--- src/rtl/regfile_wb_arbiter.sv ---
// regfile_wb_arbiter: shares the single register-file write port between the
// ALU (port 0) and the load/store unit (port 1), and keeps a scoreboard of
// destination registers with writes in flight for RAW/WAW stalls in issue.
// Optional feature macro: REGFILE_WB_RR_EN
//   defined   -> round-robin arbitration on contention
//   undefined -> fixed priority, load/store (port 1) wins contention
module regfile_wb_arbiter #(
    parameter int NREQ = 2
) (
    input  logic        aclk,
    input  logic        areset,
    input  logic        req0_valid,
    output logic        req0_ready,
    input  logic [4:0]  req0_rd,
    input  logic [31:0] req0_data,
    input  logic        req1_valid,
    output logic        req1_ready,
    input  logic [4:0]  req1_rd,
    input  logic [31:0] req1_data,
    output logic        wr_en,
    output logic [4:0]  wr_rd,
    output logic [31:0] wr_data,
    input  logic        issue_valid,
    input  logic [4:0]  issue_rd,
    input  logic [4:0]  rs1,
    input  logic [4:0]  rs2,
    output logic        rs1_busy,
    output logic        rs2_busy,
    output logic        rd_busy,
    output logic [31:0] pending
);

    typedef struct packed {
        logic [4:0]  rd;
        logic [31:0] data;
    } wb_req_t;

    logic [NREQ-1:0] gnt;
    wb_req_t         sel;
    logic [31:0]     pend_nxt;

`ifdef REGFILE_WB_RR_EN
    // 1 = port 1 was granted most recently; reset value lets port 0 win the first tie
    logic last1;

    // Round-robin grant: a lone requester wins, ties go to the port not granted last
    always_comb begin
        gnt    = '0;
        gnt[0] = req0_valid && (!req1_valid || last1);
        gnt[1] = req1_valid && (!req0_valid || !last1);
    end

    // Pointer moves only when a transfer actually happens
    always_ff @(posedge aclk or posedge areset) begin
        if (areset)      last1 <= 1'b1;
        else if (gnt[0]) last1 <= 1'b0;
        else if (gnt[1]) last1 <= 1'b1;
    end
`else
    // Fixed priority grant: load/store always wins a tie
    always_comb begin
        gnt    = '0;
        gnt[1] = req1_valid;
        gnt[0] = req0_valid && !req1_valid;
    end
`endif

    assign req0_ready = gnt[0];
    assign req1_ready = gnt[1];

    // Mux the winning request into the staging register input
    always_comb begin
        sel = gnt[1] ? wb_req_t'{rd: req1_rd, data: req1_data}
                     : wb_req_t'{rd: req0_rd, data: req0_data};
    end

    // Staging register: writes to x0 are accepted but never enabled
    always_ff @(posedge aclk or posedge areset) begin
        if (areset) begin
            wr_en   <= 1'b0;
            wr_rd   <= '0;
            wr_data <= '0;
        end else if (|gnt) begin
            wr_en   <= (sel.rd != 5'd0);
            wr_rd   <= sel.rd;
            wr_data <= sel.data;
        end else begin
            wr_en   <= 1'b0;
        end
    end

    // Scoreboard next state: clear on retiring write, then set on issue so set wins
    always_comb begin
        pend_nxt = pending;
        if (wr_en)       pend_nxt[wr_rd]    = 1'b0;
        if (issue_valid) pend_nxt[issue_rd] = 1'b1;
        pend_nxt[0] = 1'b0;
    end

    // Scoreboard register
    always_ff @(posedge aclk or posedge areset) begin
        if (areset) pending <= '0;
        else        pending <= pend_nxt;
    end

    // Busy lookups; bit 0 is held at zero so x0 never reads busy
    assign rs1_busy = pending[rs1];
    assign rs2_busy = pending[rs2];
    assign rd_busy  = pending[issue_rd];

endmodule

--- config.mk ---
export PLATFORM = sky130hd
export DESIGN_NAME = regfile_wb_arbiter
export DESIGN_NICKNAME = d
export VERILOG_FILES = /design/src/rtl/regfile_wb_arbiter.sv
export SDC_FILE = /design/constraint.sdc
export NUM_CORES = 1
export LEC_CHECK = 0
export BUFFER_PORTS_ARGS = -buffer_cell sky130_fd_sc_hd__buf_2
export CAP_MARGIN = 10
export CORE_AREA = 2 2 90 92
export DETAILED_ROUTE_END_ITERATION = 8
export DIE_AREA = 0 0 92 94
export PLACE_DENSITY = 0.94
export SLEW_MARGIN = 5
export SYNTH_ARGS = -nofsm -noshare
export SYNTH_HDL_FRONTEND = slang
export SYNTH_SLANG_ARGS = --single-unit
--- constraint.sdc ---
create_clock -name aclk -period 5.7 [get_ports aclk]
set_input_delay 1.14 -clock aclk [delete_from_list [all_inputs] [get_ports aclk]]
set_output_delay 1.14 -clock aclk [all_outputs]
set_load 0.02 [all_outputs]
==> impl_metrics.ini <==
[clocking]
cts_made_buffers = 9
ctsResizeCount = 0
clk_latency_ps = 350
cts_hold_buf = 0
cts.reportedPaths.clkPinSlew_ps = 70
cts.sinks = 69
ctsRootBufferMaster = clkbuf_8
clockBufferDepth = 2
cts_tree = yes
cts_setup_buffers = 0
cts_htree_levels = 3

[yosys]
ys.flop_type = dfrtp_1
syn-num-nets = 487
synthesis.area_sq_mm = 0.00390
synthCells = 393
synth_edf_count = 0
synth_top_area_share_pct = 44.3
synth_common_cells = o21ai_0 (93), dfrtp_1 (69), mux2i_1 (54)
syn_avg_cell_area_sq_um = 9.92
yosys.area.top_type = dfrtp_1
yosysSeqAreaShare_pct = 44.3
yosysMostFrequentCell = o21ai_0
synth.distinct_cells = 33
yosys_warnings = 0
synthArstFlopShare_pct = 100
synthTopCellsByArea = dfrtp_1 (44%), mux2i_1 (14%), o21ai_0 (12%)
synth-seq-cells = 69

[worst_setup_path]
arrival_ps = 2880
worstSetupStartpointType = primary input
crit_fanout = 13
worstSetupPathType = primary input to output pin
worstPathRequired_ps = 4560
end_kind = output pin

[drt]
route.vias.total = 3892
drcViolationCount = 0
drt-initial-drc-count = 425
wl_met3_um = 1290
dr_wl_met2_um = 6050
first_pass_iters = 8
detail-route-antenna-nets = 0
drt-total-wl_um = 12200
highest_layer = met4
vias_per_cell = 5.94
wl_per_cell_um = 18.6
m1WireLength_um = 4410

[global_route]
grt_pass1_wl_um = 19000
grt.total_usage_pct = 28.6
grt_max_degree = 80
grt.overflow.total = 0
grt_pass1_vias = 3858
antenna_found_initial = 1

[placed_design]
hpwl_um = 9330
gp_congestion = 0.936
port_buffers = 167
pre_cts_ws_ps = 1680

[power]
power_leakage_nw = 2.37
max-vdd-ir-drop_mv = 0.241
swShare_pct = 39.4
p_clk_share_pct = 22.2
p_switching_mw = 0.692
pwr-share-comb_pct = 34.9
powerDensity_mw_per_mm2 = 355
power_mw = 1.76
internal_power_mw = 1.06
pwr-share-seq_pct = 42.9

[floorplan]
placementRows = 32
die_x_um = 92
dieArea_sq_mm = 0.00865
coreArea_sq_mm = 0.00761
ioPinCount = 169
start_util_pct = 51.2
fp.dieH_um = 94

[sta]
post-route-period-util_pct = 70.6
setup_ws_ps = 1680
finalCriticalPeriod_ps = 4020
setup_viol = 0
rsz0062_at_grt = no
fin_tns_setup_ps = 0
drv_slew = 0
fmax_ghz = 0.248
hold_viol_final = 0
slew_headroom_pct = 27.5
tightest_slew_ps = 1090
fin_skew_ps = 6.63

[flow_run]
maxCapViolCount = 0

[outcome]
status = finished, final reports clean

[cells_and_area]
nets = 642
area_delta_synth_final_pct = 27.0
n_antenna_cell = 0
drive_gt1_share_pct = 35.8
nFillCells = 634

[hold_path]
hp-class = flop to flop
-- routing by layer --
metal	up-vias	global-route usage, %
met5	-	0
met4	0	12.9
met3	38	7.78
met2	255	48.7
met1	1850	34.1
li1	1749	-
-- flip-flops by register name, indices dropped and copies added, names as in the netlist --
register,flops
wr_data,32
pending,31
wr_rd,5
wr_en,1
-- per-stage QoR --
step	util, %	cells	hold WS (ps)	cell area, sq um
after global routing	65.1	655	605	4950
after global placement	62.6	639	541	4760
after detailed placement	62.6	639	552	4760
after CTS	65.1	655	572	4950
final	65.1	655	568	4950
after floorplan	-	393	651	3900
-- power groups by stage --
| stage | Combinational (mW) | Clock [mW] | Sequential (mW) |
|---|---|---|---|
| 2_1_floorplan | 0.268 | 0 | 0.826 |
| 6_report | 0.613 | 0.390 | 0.753 |
| 3_5_place_dp | 0.611 | 0 | 0.754 |
| 4_1_cts | 0.613 | 0.398 | 0.745 |
| 5_1_grt | 0.661 | 0.420 | 0.766 |
| 3_3_place_gp | 0.586 | 0 | 0.752 |
-- cells in the final DEF, fill, tap and decap left out, types with 2 or more instances in the layout --
| cell type | count |
|---|---|
| buf_2 | 167 |
| o21ai_0 | 93 |
| dfrtp_1 | 69 |
| mux2i_1 | 54 |
| nand2_1 | 43 |
| nand3_1 | 12 |
| nand3b_1 | 12 |
| mux4_2 | 10 |
| clkbuf_8 | 10 |
| nor2_1 | 9 |
| nand2b_1 | 8 |
| a21oi_1 | 8 |
| o21ai_1 | 7 |
| nor2b_1 | 6 |
| inv_1 | 5 |
| a22oi_1 | 4 |
| or3b_1 | 3 |
| nand4_1 | 3 |
| mux4_1 | 3 |
| mux2_2 | 2 |
| or3_1 | 2 |
| or3b_2 | 2 |
| o2111ai_1 | 2 |
| a211oi_1 | 2 |
| o211ai_1 | 2 |
| nor3_1 | 2 |
| clkinv_2 | 2 |
| clkbuf_1 | 2 |
| buf_4 | 2 |
-- critical path, stage by stage --
cell,delay (ps)
buf_2,250
mux4_1,600
nand2b_1,90
nand4_1,80
or4_1,540
buf_2,180
-- cell type report --
cell class / instances / area [sq um] / area share [%]
Clock buffer: 12 / 145 / 2.93
Clock inverter: 4 / 47.5 / 0.960
Inverter: 6 / 22.5 / 0.455
Multi-Input combinational cell: 293 / 2030 / 41.0
Sequential cell: 69 / 1730 / 34.9
Tap cell: 102 / 128 / 2.58
Timing Repair Buffer: 169 / 851 / 17.2
-- logic make-up after synthesis --
| kind of cell | Yosys count | share of synthesized area (%) |
|---|---|---|
| DFF | 69 | 44.3 |
| other | 1 | 0.0962 |
| muxes | 70 | 22.5 |
| and+or+nand+nor | 103 | 13.5 |
| AOI/OAI and AO/OA | 119 | 16.0 |
| buffers and inverters | 31 | 3.59 |
-- final timing paths --
kind | from | end | slack (ps) | cells past startpoint
setup / recovery | issue_rd[0] | rd_busy | 1680 | 6
hold / removal | wr_data[14] | wr_data[14] | 570 | 2
setup reg to reg | wr_rd[0] | pending[24] | 4160 | 3
hold reg to reg | wr_data[14] | wr_data[14] | 570 | 2
max in group asynchronous | areset | pending[22] | 3880 | 3
min in group asynchronous | areset | wr_data[6] | 880 | 2
No activity file was read; power rests on OpenSTA's default activity.
